**src/rtl/tlul_pkg.sv**
```systemverilog
// ---------------------------------------------------------------------------
// tlul_pkg
// Shared TileLink-UL definitions used by the initiator (tlul_master) and the
// memory slave on the 24 MHz domain.
//   - Channel A / Channel D opcode encodings
//   - initiator FSM state encoding
//   - expected_ack(): which D opcode answers a given A opcode
// No ports (package).
// ---------------------------------------------------------------------------
package tlul_pkg;

  localparam int OPCODE_W = 3;
  typedef logic [OPCODE_W-1:0] opcode_t;

  // Channel A request opcodes
  localparam opcode_t OP_GET             = 3'd0;
  localparam opcode_t OP_PUT_FULL        = 3'd1;
  localparam opcode_t OP_PUT_PARTIAL     = 3'd2;
  // Channel D response opcodes
  localparam opcode_t OP_ACCESS_ACK      = 3'd3;
  localparam opcode_t OP_ACCESS_ACK_DATA = 3'd4;

  // log2 of the bus word in bytes; the largest legal transfer size
  localparam int FULL_WORD_SIZE = 2;

  typedef enum logic [1:0] {
    IDLE,
    REQ,
    WAIT,
    RESP
  } state_t;

  // A Get is answered with data; both Put flavours are answered without.
  function automatic opcode_t expected_ack(input opcode_t a_op);
    return (a_op == OP_GET) ? OP_ACCESS_ACK_DATA : OP_ACCESS_ACK;
  endfunction

endpackage

```
**src/rtl/tlul_master_if.sv**
```systemverilog
// ---------------------------------------------------------------------------
// tlul_master_if
// Bundles every handshake/bus signal of the TL-UL initiator:
//   cmd_*  : requester command (valid/ready)
//   rsp_*  : response back to the requester (valid/ready)
//   a_*    : TileLink-UL Channel A (initiator -> responder)
//   d_*    : TileLink-UL Channel D (responder -> initiator)
//   stray_d: sticky flag for D beats that arrived with nothing outstanding
// Modports:
//   master : view of the initiator itself (tlul_master)
//   slave  : view of everything around it (requester + bus responder)
// ---------------------------------------------------------------------------
interface tlul_master_if #(
  parameter int ADDR_WIDTH   = 32,
  parameter int DATA_WIDTH   = 32,
  parameter int MASK_WIDTH   = DATA_WIDTH / 8,
  parameter int SIZE_WIDTH   = 3,
  parameter int OPCODE_WIDTH = 3
);

  // requester command
  logic                    cmd_valid;
  logic                    cmd_ready;
  logic                    cmd_write;
  logic [ADDR_WIDTH-1:0]   cmd_addr;
  logic [SIZE_WIDTH-1:0]   cmd_size;
  logic [MASK_WIDTH-1:0]   cmd_mask;
  logic [DATA_WIDTH-1:0]   cmd_data;

  // requester response
  logic                    rsp_valid;
  logic                    rsp_ready;
  logic [DATA_WIDTH-1:0]   rsp_data;
  logic                    rsp_denied;
  logic                    rsp_error;
  logic                    rsp_timeout;

  // Channel A
  logic                    a_valid;
  logic                    a_ready;
  logic [OPCODE_WIDTH-1:0] a_opcode;
  logic [SIZE_WIDTH-1:0]   a_size;
  logic [ADDR_WIDTH-1:0]   a_address;
  logic [MASK_WIDTH-1:0]   a_mask;
  logic [DATA_WIDTH-1:0]   a_data;

  // Channel D
  logic                    d_valid;
  logic                    d_ready;
  logic [OPCODE_WIDTH-1:0] d_opcode;
  logic [SIZE_WIDTH-1:0]   d_size;
  logic                    d_denied;
  logic [DATA_WIDTH-1:0]   d_data;

  logic                    stray_d;

  modport master (
    input  cmd_valid, cmd_write, cmd_addr, cmd_size, cmd_mask, cmd_data,
    output cmd_ready,
    output rsp_valid, rsp_data, rsp_denied, rsp_error, rsp_timeout,
    input  rsp_ready,
    output a_valid, a_opcode, a_size, a_address, a_mask, a_data,
    input  a_ready,
    input  d_valid, d_opcode, d_size, d_denied, d_data,
    output d_ready,
    output stray_d
  );

  modport slave (
    output cmd_valid, cmd_write, cmd_addr, cmd_size, cmd_mask, cmd_data,
    input  cmd_ready,
    input  rsp_valid, rsp_data, rsp_denied, rsp_error, rsp_timeout,
    output rsp_ready,
    input  a_valid, a_opcode, a_size, a_address, a_mask, a_data,
    output a_ready,
    output d_valid, d_opcode, d_size, d_denied, d_data,
    input  d_ready,
    input  stray_d
  );

endinterface

```
**src/rtl/tlul_align_check.sv**
```systemverilog
// ---------------------------------------------------------------------------
// tlul_align_check
// Purely combinational classification of an incoming command.
// Ports:
//   addr_lsb   in  2           two low byte-address bits of the command
//   size       in  SIZE_WIDTH  log2 of the transfer size in bytes
//   mask       in  MASK_WIDTH  byte enables of the command
//   misaligned out 1           transfer not naturally aligned or too large
//   full_word  out 1           whole-word transfer with every byte enabled
// ---------------------------------------------------------------------------
module tlul_align_check
  import tlul_pkg::*;
#(
  parameter int SIZE_WIDTH = 3,
  parameter int MASK_WIDTH = 4
) (
  input  logic [1:0]            addr_lsb,
  input  logic [SIZE_WIDTH-1:0] size,
  input  logic [MASK_WIDTH-1:0] mask,
  output logic                  misaligned,
  output logic                  full_word
);

  // Natural alignment: a 2^size byte transfer needs its low size address
  // bits clear. Anything wider than one bus word can never be legal.
  always_comb begin
    misaligned = 1'b0;
    full_word  = 1'b0;
    case (size)
      SIZE_WIDTH'(0): misaligned = 1'b0;
      SIZE_WIDTH'(1): misaligned = addr_lsb[0];
      SIZE_WIDTH'(2): misaligned = |addr_lsb;
      default:        misaligned = 1'b1;
    endcase
    full_word = (size == SIZE_WIDTH'(FULL_WORD_SIZE)) && (&mask);
  end

endmodule

```
**src/rtl/tlul_master.sv**
```systemverilog
// ---------------------------------------------------------------------------
// tlul_master
// TileLink-UL initiator with a single outstanding transaction. Turns one
// requester command into a Channel-A request and hands the matching
// Channel-D beat back as a response. Misaligned commands are rejected
// locally, and a response timeout keeps a silent responder from stalling
// the requester.
// Ports:
//   clk_24  in  1   24 MHz clock
//   rst     in  1   asynchronous active-high reset
//   bus     master  tlul_master_if: cmd_*, rsp_*, a_*, d_*, stray_d
// Every output is either a register or a decode of the state register.
// ---------------------------------------------------------------------------
module tlul_master
  import tlul_pkg::*;
#(
  parameter int ADDR_WIDTH     = 32,
  parameter int DATA_WIDTH     = 32,
  parameter int MASK_WIDTH     = DATA_WIDTH / 8,
  parameter int SIZE_WIDTH     = 3,
  parameter int OPCODE_WIDTH   = 3,
  parameter int TIMEOUT_CYCLES = 256
) (
  input  logic          clk_24,
  input  logic          rst,
  tlul_master_if.master bus
);

  localparam int                 CNT_WIDTH = $clog2(TIMEOUT_CYCLES);
  localparam logic [CNT_WIDTH-1:0] CNT_LAST = CNT_WIDTH'(TIMEOUT_CYCLES - 1);

  state_t                  state;
  logic [CNT_WIDTH-1:0]    wait_cnt;

  logic [OPCODE_WIDTH-1:0] a_opcode_q;
  logic [SIZE_WIDTH-1:0]   a_size_q;
  logic [ADDR_WIDTH-1:0]   a_address_q;
  logic [MASK_WIDTH-1:0]   a_mask_q;
  logic [DATA_WIDTH-1:0]   a_data_q;

  logic [DATA_WIDTH-1:0]   rsp_data_q;
  logic                    rsp_denied_q;
  logic                    rsp_error_q;
  logic                    rsp_timeout_q;
  logic                    stray_q;

  logic                    misaligned;
  logic                    full_word;
  logic                    d_bad_opcode;
  logic                    d_keep_data;
  logic                    unused_d_size;

  // The beat size on D carries no information we act on for single words.
  assign unused_d_size = ^bus.d_size;

  tlul_align_check #(
    .SIZE_WIDTH (SIZE_WIDTH),
    .MASK_WIDTH (MASK_WIDTH)
  ) u_align_check (
    .addr_lsb   (bus.cmd_addr[1:0]),
    .size       (bus.cmd_size),
    .mask       (bus.cmd_mask),
    .misaligned (misaligned),
    .full_word  (full_word)
  );

  // Judge the incoming D beat against the request still held on A: a wrong
  // ack type is an error, and read data is only passed on for a clean,
  // non-denied AccessAckData.
  always_comb begin
    d_bad_opcode = 1'b0;
    d_keep_data  = 1'b0;
    d_bad_opcode = (bus.d_opcode != OPCODE_WIDTH'(expected_ack(opcode_t'(a_opcode_q))));
    d_keep_data  = !d_bad_opcode && !bus.d_denied &&
                   (bus.d_opcode == OPCODE_WIDTH'(OP_ACCESS_ACK_DATA));
  end

  // Main transaction FSM. The A fields are loaded once at the command
  // handshake and left untouched until the next command, so they are
  // trivially stable for as long as a_valid is up. The response registers
  // are loaded on the way into RESP and cleared on the way out.
  always_ff @(posedge clk_24 or posedge rst) begin
    if (rst) begin
      state         <= IDLE;
      wait_cnt      <= '0;
      a_opcode_q    <= '0;
      a_size_q      <= '0;
      a_address_q   <= '0;
      a_mask_q      <= '0;
      a_data_q      <= '0;
      rsp_data_q    <= '0;
      rsp_denied_q  <= 1'b0;
      rsp_error_q   <= 1'b0;
      rsp_timeout_q <= 1'b0;
      stray_q       <= 1'b0;
    end else begin
      case (state)
        IDLE: begin
          // Nothing is outstanding, so any D beat here is late or spurious.
          if (bus.d_valid) begin
            stray_q <= 1'b1;
          end
          if (bus.cmd_valid) begin
            a_size_q    <= bus.cmd_size;
            a_address_q <= bus.cmd_addr;
            if (bus.cmd_write) begin
              a_opcode_q <= full_word ? OPCODE_WIDTH'(OP_PUT_FULL)
                                      : OPCODE_WIDTH'(OP_PUT_PARTIAL);
              a_mask_q   <= bus.cmd_mask;
              a_data_q   <= bus.cmd_data;
            end else begin
              a_opcode_q <= OPCODE_WIDTH'(OP_GET);
              a_mask_q   <= '1;
              a_data_q   <= '0;
            end
            if (misaligned) begin
              state         <= RESP;
              rsp_data_q    <= '0;
              rsp_denied_q  <= 1'b0;
              rsp_error_q   <= 1'b1;
              rsp_timeout_q <= 1'b0;
            end else begin
              state <= REQ;
            end
          end
        end

        REQ: begin
          if (bus.a_ready) begin
            state    <= WAIT;
            wait_cnt <= '0;
          end
        end

        WAIT: begin
          // A beat arriving on the expiry cycle still counts as an answer.
          if (bus.d_valid) begin
            state         <= RESP;
            rsp_data_q    <= d_keep_data ? bus.d_data : '0;
            rsp_denied_q  <= bus.d_denied;
            rsp_error_q   <= d_bad_opcode;
            rsp_timeout_q <= 1'b0;
          end else if (wait_cnt == CNT_LAST) begin
            state         <= RESP;
            rsp_data_q    <= '0;
            rsp_denied_q  <= 1'b0;
            rsp_error_q   <= 1'b1;
            rsp_timeout_q <= 1'b1;
          end else begin
            wait_cnt <= wait_cnt + 1'b1;
          end
        end

        RESP: begin
          if (bus.rsp_ready) begin
            state         <= IDLE;
            rsp_data_q    <= '0;
            rsp_denied_q  <= 1'b0;
            rsp_error_q   <= 1'b0;
            rsp_timeout_q <= 1'b0;
          end
        end

        default: state <= IDLE;
      endcase
    end
  end

  // Handshake outputs are pure state decodes; D is only accepted when a
  // beat is expected (WAIT) or must be drained (IDLE).
  assign bus.cmd_ready   = (state == IDLE);
  assign bus.a_valid     = (state == REQ);
  assign bus.d_ready     = (state == IDLE) || (state == WAIT);
  assign bus.rsp_valid   = (state == RESP);

  assign bus.a_opcode    = a_opcode_q;
  assign bus.a_size      = a_size_q;
  assign bus.a_address   = a_address_q;
  assign bus.a_mask      = a_mask_q;
  assign bus.a_data      = a_data_q;

  assign bus.rsp_data    = rsp_data_q;
  assign bus.rsp_denied  = rsp_denied_q;
  assign bus.rsp_error   = rsp_error_q;
  assign bus.rsp_timeout = rsp_timeout_q;
  assign bus.stray_d     = stray_q;

endmodule

```
**src/flat_wrapper.sv**
```systemverilog
// flat-port wrapper written by rule: the top's interface ports become plain ports
module tlul_master_flat import tlul_pkg::*;
#(
  parameter int ADDR_WIDTH     = 32,
  parameter int DATA_WIDTH     = 32,
  parameter int MASK_WIDTH     = DATA_WIDTH / 8,
  parameter int SIZE_WIDTH     = 3,
  parameter int OPCODE_WIDTH   = 3,
  parameter int TIMEOUT_CYCLES = 256
)
  (clk_24, rst, bus_cmd_valid, bus_cmd_write, bus_cmd_addr, bus_cmd_size, bus_cmd_mask, bus_cmd_data, bus_cmd_ready, bus_rsp_valid, bus_rsp_data, bus_rsp_denied, bus_rsp_error, bus_rsp_timeout, bus_rsp_ready, bus_a_valid, bus_a_opcode, bus_a_size, bus_a_address, bus_a_mask, bus_a_data, bus_a_ready, bus_d_valid, bus_d_opcode, bus_d_size, bus_d_denied, bus_d_data, bus_d_ready, bus_stray_d);
  tlul_master_if #(.ADDR_WIDTH(ADDR_WIDTH), .DATA_WIDTH(DATA_WIDTH), .MASK_WIDTH(MASK_WIDTH), .SIZE_WIDTH(SIZE_WIDTH), .OPCODE_WIDTH(OPCODE_WIDTH)) bus_i ();
  input  logic clk_24;
  input  logic rst;
  input wire logic [$bits(bus_i.cmd_valid)-1:0] bus_cmd_valid;
  input wire logic [$bits(bus_i.cmd_write)-1:0] bus_cmd_write;
  input wire logic [$bits(bus_i.cmd_addr)-1:0] bus_cmd_addr;
  input wire logic [$bits(bus_i.cmd_size)-1:0] bus_cmd_size;
  input wire logic [$bits(bus_i.cmd_mask)-1:0] bus_cmd_mask;
  input wire logic [$bits(bus_i.cmd_data)-1:0] bus_cmd_data;
  output wire logic [$bits(bus_i.cmd_ready)-1:0] bus_cmd_ready;
  output wire logic [$bits(bus_i.rsp_valid)-1:0] bus_rsp_valid;
  output wire logic [$bits(bus_i.rsp_data)-1:0] bus_rsp_data;
  output wire logic [$bits(bus_i.rsp_denied)-1:0] bus_rsp_denied;
  output wire logic [$bits(bus_i.rsp_error)-1:0] bus_rsp_error;
  output wire logic [$bits(bus_i.rsp_timeout)-1:0] bus_rsp_timeout;
  input wire logic [$bits(bus_i.rsp_ready)-1:0] bus_rsp_ready;
  output wire logic [$bits(bus_i.a_valid)-1:0] bus_a_valid;
  output wire logic [$bits(bus_i.a_opcode)-1:0] bus_a_opcode;
  output wire logic [$bits(bus_i.a_size)-1:0] bus_a_size;
  output wire logic [$bits(bus_i.a_address)-1:0] bus_a_address;
  output wire logic [$bits(bus_i.a_mask)-1:0] bus_a_mask;
  output wire logic [$bits(bus_i.a_data)-1:0] bus_a_data;
  input wire logic [$bits(bus_i.a_ready)-1:0] bus_a_ready;
  input wire logic [$bits(bus_i.d_valid)-1:0] bus_d_valid;
  input wire logic [$bits(bus_i.d_opcode)-1:0] bus_d_opcode;
  input wire logic [$bits(bus_i.d_size)-1:0] bus_d_size;
  input wire logic [$bits(bus_i.d_denied)-1:0] bus_d_denied;
  input wire logic [$bits(bus_i.d_data)-1:0] bus_d_data;
  output wire logic [$bits(bus_i.d_ready)-1:0] bus_d_ready;
  output wire logic [$bits(bus_i.stray_d)-1:0] bus_stray_d;
  assign bus_i.cmd_valid = bus_cmd_valid;
  assign bus_i.cmd_write = bus_cmd_write;
  assign bus_i.cmd_addr = bus_cmd_addr;
  assign bus_i.cmd_size = bus_cmd_size;
  assign bus_i.cmd_mask = bus_cmd_mask;
  assign bus_i.cmd_data = bus_cmd_data;
  assign bus_cmd_ready = bus_i.cmd_ready;
  assign bus_rsp_valid = bus_i.rsp_valid;
  assign bus_rsp_data = bus_i.rsp_data;
  assign bus_rsp_denied = bus_i.rsp_denied;
  assign bus_rsp_error = bus_i.rsp_error;
  assign bus_rsp_timeout = bus_i.rsp_timeout;
  assign bus_i.rsp_ready = bus_rsp_ready;
  assign bus_a_valid = bus_i.a_valid;
  assign bus_a_opcode = bus_i.a_opcode;
  assign bus_a_size = bus_i.a_size;
  assign bus_a_address = bus_i.a_address;
  assign bus_a_mask = bus_i.a_mask;
  assign bus_a_data = bus_i.a_data;
  assign bus_i.a_ready = bus_a_ready;
  assign bus_i.d_valid = bus_d_valid;
  assign bus_i.d_opcode = bus_d_opcode;
  assign bus_i.d_size = bus_d_size;
  assign bus_i.d_denied = bus_d_denied;
  assign bus_i.d_data = bus_d_data;
  assign bus_d_ready = bus_i.d_ready;
  assign bus_stray_d = bus_i.stray_d;
  tlul_master #(.ADDR_WIDTH(ADDR_WIDTH), .DATA_WIDTH(DATA_WIDTH), .MASK_WIDTH(MASK_WIDTH), .SIZE_WIDTH(SIZE_WIDTH), .OPCODE_WIDTH(OPCODE_WIDTH), .TIMEOUT_CYCLES(TIMEOUT_CYCLES)) u_core (.clk_24(clk_24), .rst(rst), .bus(bus_i));
endmodule
```
**config.mk**
```make
export PLATFORM = sky130hd
export DESIGN_NAME = tlul_master_flat
export DESIGN_NICKNAME = d
export VERILOG_FILES = /design/src/rtl/tlul_pkg.sv /design/src/rtl/tlul_master_if.sv /design/src/rtl/tlul_align_check.sv /design/src/rtl/tlul_master.sv /design/src/flat_wrapper.sv
export SDC_FILE = /design/constraint.sdc
export NUM_CORES = 1
export LEC_CHECK = 0
export CAP_MARGIN = 10
export CELL_PAD_IN_SITES_DETAIL_PLACEMENT = 2
export CELL_PAD_IN_SITES_GLOBAL_PLACEMENT = 2
export CORE_ASPECT_RATIO = 1.2
export CORE_MARGIN = 2
export CORE_UTILIZATION = 22
export DETAILED_ROUTE_END_ITERATION = 7
export PLACE_DENSITY_LB_ADDON = 0.1
export SYNTH_ARGS = -nofsm -noshare
export SYNTH_HDL_FRONTEND = slang
export SYNTH_SLANG_ARGS = --single-unit
```
**constraint.sdc**
```tcl
create_clock -name clk_24 -period 3.6 [get_ports clk_24]
set_input_delay 0.36 -clock clk_24 [delete_from_list [all_inputs] [get_ports clk_24]]
set_output_delay 0.36 -clock clk_24 [all_outputs]
set_load 0.1 [all_outputs]
```
After elaboration in Yosys (flattened, before gate mapping) --
Cells that the tools add are included.
Word-level totals: word-level logic and storage cells 83, output and inout bits 114, flip-flop bits (word level) 120
Operators by class: add/sub/neg operators 1, eq/ne operators 15, mux-type cells 37, reductions and logical operators 18
Operator list (number):
- 32-bit 2-to-1 mux | 7
- 32-bit case mux with 3 select lines | 1
- 8-bit 2-to-1 mux | 3
- 8-bit case mux with 2 select lines | 1
- 2-bit 2-to-1 mux | 7
- 1-bit case mux with 3 select lines | 4
- 4-bit AND reduction | 3
- 1-bit 2-to-1 mux | 10
- 8-bit by 1-bit adder with 8-bit output, second input constant | 1
- 8-bit equality test, second input constant | 1
- 2-bit case mux with 4 select lines | 1
- 3-bit logical NOT | 2
- 3-bit 2-to-1 mux | 2
- 2-bit by 1-bit inequality test with 1-bit output, second input constant | 3
- 2-bit inequality test, second input constant | 3
- 5-bit AND reduction | 1
- 2-bit equality test, second input constant | 2
- 4-bit 2-to-1 mux | 1
- 2-bit AND reduction | 2
- 3-bit by 1-bit equality test with 1-bit output, second input constant | 1
- 3-bit by 2-bit equality test with 1-bit output, second input constant | 1
- 3-bit equality test, second input constant | 1
- 1-bit logical AND | 3
- 3-bit by 2-bit inequality test with 1-bit output, second input constant | 1
- other kinds (8) | 9

Depth between registers and ports, before layout --
depth in word-level cells 9, depth in mapped cells 9

Cells and area by module --
A second synthesis with hierarchy kept.
Second synthesis, totals: cell total of the unflattened synthesis 456, area total of the unflattened synthesis 5332.6 um^2
By module, submodules not included:
- tlul_master | area an instance 5293.8 um^2, times used 1, cells each 451
- tlul_align_check | area an instance 38.8 um^2, times used 1, cells each 5

Worst setup path after synthesis --
Ideal clock, no wire load.
path kind register -> register, start point reg u_core.state[0], end point reg u_core.rsp_data_q[0], in the netlist u_core.bus.rsp_data[0], path slack 0.853 ns, cell stages (with the launch flop) 8, path buffers 2, setup time 0.126 ns, arrival 2.622 ns, path through dfrtp_1 -> inv_1 -> ha_1 -> or2_2 -> o2111ai_1 -> buf_2 -> buf_4 -> mux2i_1
On the way: word-level cells in the longest chain between the ends 3
Ends and longest elaborated chain:
- start: declaration | RTL line tlul_master.sv:32 | state_t state;
- start signal: assignment | RTL line tlul_master.sv:84 | state <= IDLE;
- start signal: assignment | RTL line tlul_master.sv:117 | state <= RESP;
- start signal: assignment | RTL line tlul_master.sv:123 | state <= REQ;
- 2-bit logical NOT *
- named net bus_cmd_ready | RTL line flat_wrapper.sv:21 | output wire logic [$bits(bus_i.cmd_ready)-1:0] bus_cmd_ready;
- 2-bit by 1-bit inequality test with 1-bit output (no source line), or another cell as far along
- 5-bit AND reduction (no source line)
- end signal: assignment | RTL line tlul_master.sv:139 | rsp_data_q <= d_keep_data ? bus.d_data : '0;
- end: declaration | RTL line tlul_master.sv:41 | logic [DATA_WIDTH-1:0] rsp_data_q;
Mark *: on every way through the listed nets, which the timed path passes. The rest lies on a longest branch. A chain may end at the register's enable or synchronous reset.

Worst setup path after layout --
start point reg u_core.state[1], end point out bus_a_valid
On the way: word-level cells in the longest chain between the ends 1
Ends and longest elaborated chain:
- 2-bit by 1-bit equality test with 1-bit output | RTL line tlul_master.sv:172 | assign bus.a_valid = (state == REQ);
- end: declaration | RTL line flat_wrapper.sv:28 | output wire logic [$bits(bus_i.a_valid)-1:0] bus_a_valid;
Every way passes these cells.

==> results.py <==
metrics = {
    "worst_setup_path": {
        "arrival_ps": 2390,
        "worstPathRequired_ps": 3240,
        "path_cells": "inv_1, ha_1, clkdlybuf4s50_1",
        "start_kind": "flip-flop",
        "startpoint": "u_core.state[1]",
        "cp-endpoint": "bus_a_valid",
        "r2r_setup_slack_ps": 860,
        "r2r-start": "u_core.state[1]",
        "cpPeakStageDelay_ps": 1180,
        "reg2reg_depth": 6,
        "crit_fanout": 5,
        "crit_type": "reg -> out",
        "setup.worst_path.end_class": "output port",
        "reg2reg_to": "u_core.bus.rsp_data[9]",
        "slowest_stage": "clkdlybuf4s50_1",
    },
    "global_route": {
        "gr-total-overflow": 0,
        "grt_pass1_vias": 5035,
        "grt_max_degree": 88,
        "grt_pass1_wl_mm": 27.9,
        "grt.total_usage_pct": 14.8,
        "antenna_found_initial": 1,
    },
    "floorplanning": {
        "initial_core_util_pct": 22.3,
        "rows": 61,
        "core-area_sq_um": 23000,
        "fp.dieH_um": 171,
        "dieWidth_um": 143,
        "dieArea_sq_um": 24600,
        "ios": 231,
    },
    "detailed_routing": {
        "routed_wl_mm": 17.7,
        "wire_per_inst_um": 17.2,
        "drcViolationCount": 0,
        "detail_route.first_pass.iterations": 4,
        "num_vias": 4334,
        "drt_iter0_markers": 71,
        "post_drt_via_cell_ratio": 4.21,
        "antenna_left": 0,
    },
    "synth": {
        "synth_cells": 477,
        "yosys_most_used_dff": "dfrtp_1",
        "ys_seq_area_share_pct": 58.1,
        "synth.area.top_cells": "dfrtp_1, nand2_1, mux2_2, mux2i_1, o21ai_0",
        "synth-seq-cells": 119,
        "post-synth-top-count-cell": "dfrtp_1",
        "synth_common_cells": "dfrtp_1, nand2_1, o21ai_0",
        "yosysWarnings": 0,
        "syn_nets": 600,
        "synth-edff-count": 0,
        "netlist_area_sq_um": 5130,
        "yosysTopAreaCellShare_pct": 58.1,
        "yosysUniqueCellTypes": 36,
        "synthArstFlopShare_pct": 100,
        "synth_largest_area_cell": "dfrtp_1",
        "avgSynthCellArea_sq_um": 10.8,
    },
    "run_status": {
        "status": "completed",
    },
    "timing": {
        "max_freq_mhz": 363,
        "finClkSkew_ps": 14.7,
        "period_minus_slack_ps": 2750,
        "finalHoldViolCount": 0,
        "slew_headroom_pct": 28.1,
        "tns_ps": 0,
        "fin_crit_sh_pct": 76.5,
        "drv_slew": 0,
        "setup_viol": 0,
        "rsz0062_at_grt": "false",
        "worstMarginPinSlew_ps": 1070,
    },
    "place": {
        "io_buffers": 226,
        "hpwlAfterDp_mm": 13.1,
        "gp_congestion": 0.706,
    },
    "final_layout": {
        "drive_above_1_share_pct": 11.9,
        "register_area_sq_um": 2980,
        "layout.nets": 825,
        "nFillCells": 2521,
        "diodes": 0,
        "multi_input_area_sq_um": 1880,
        "area_delta_synth_final_pct": 61.2,
    },
    "cts": {
        "cts.sink_count": 119,
        "cts_resized": 0,
        "htreeDepth": 4,
        "root_buffer": "clkbuf_16",
        "postCtsHoldBufs": 0,
        "cts_buffers": 17,
        "clock_latency_ps": 420,
        "path_clk_slew_ps": 60,
        "post_cts_buffers": 0,
        "cts_tree": "built",
        "cts_buffer_depth": 2,
    },
    "hold_path": {
        "hp-class": "in -> async",
    },
    "flow_run": {
        "cap_violations": 0,
    },
}
## final cells by class
type / instances / share of cell area, %
clock buffers: 17 / 5.15
clock inverters: 15 / 1.47
inverters: 40 / 1.85
multi-input cells: 291 / 22.8
flip-flops and latches: 119 / 36.0
well taps: 315 / 4.77
repair buffers: 233 / 27.9
## sequential cells by signal, indices dropped and copies added, names as in the netlist, 2 cells and up
signal,cells
u_core.bus.a_address,32
u_core.bus.a_data,32
u_core.bus.a_mask,4
u_core.bus.a_opcode,2
u_core.bus.a_size,3
u_core.bus.rsp_data,32
u_core.state,2
u_core.wait_cnt,8
## layer usage
metal  global-route usage (%)  part of all wire, %  routed length [um]
met5                        0                0.073                  13
met4                     4.48                  1.0                 183
met3                     5.79                  8.3                1470
met2                     25.6                   51                9050
met1                     16.7                   39                6990
## critical path, delay by kind of cell, from the launching register on
| kind | cells | cell delay [ps] |
|---|---|---|
| adders and majority gates | 1 | 260 |
| DFF | 1 | 410 |
| buffers and inverters | 2 | 1310 |
## metrics by stage
step	setup slack, ps	area, sq um	util [%]	std cells	hold WS (ps)
5_1_grt	648	8270	35.9	1030	472
2_1_floorplan	82.5	5130	-	477	457
4_1_cts	767	8270	35.9	1030	460
3_5_place_dp	776	7720	33.5	998	447
3_3_place_gp	927	7720	33.5	998	448
6_report	846	8270	35.9	1030	414
## cells by family after synthesis
logic type | after synthesis | share of synthesized area, %
compound gates | 65 | 7.20
fa+ha+maj | 6 | 1.46
buf+inv | 67 | 5.68
flops | 119 | 58.1
mux | 72 | 15.0
other cells | 1 | 0.0731
simple gates | 147 | 12.6
## worst min-delay path by stage
stage / end / cells past startpoint
CTS: u_core.bus.a_address[12] / 2
global route: u_core.bus.stray_d / 1
finish: u_core.bus.rsp_data[7] / 2
detailed placement: u_core.bus.stray_d / 1
global placement: u_core.bus.stray_d / 1
floorplan: u_core.bus.a_opcode[0] / 1
## cell usage in the layout (no fill, tap or decap), drive strengths merged, types with 5 or more instances in the layout
cell             n
mux2            37
mux2i           35
buf              9
nor2             5
dfrtp          119
nand3            7
o21ai           43
clkbuf          17
nand2          111
inv             45
nor2b            6
clkinv           6
a21oi            8
ha               6
clkdlybuf4s50  224
Power is not shown: default switching activity piles up to over one toggle a cycle in this logic, so the estimate is an artifact.
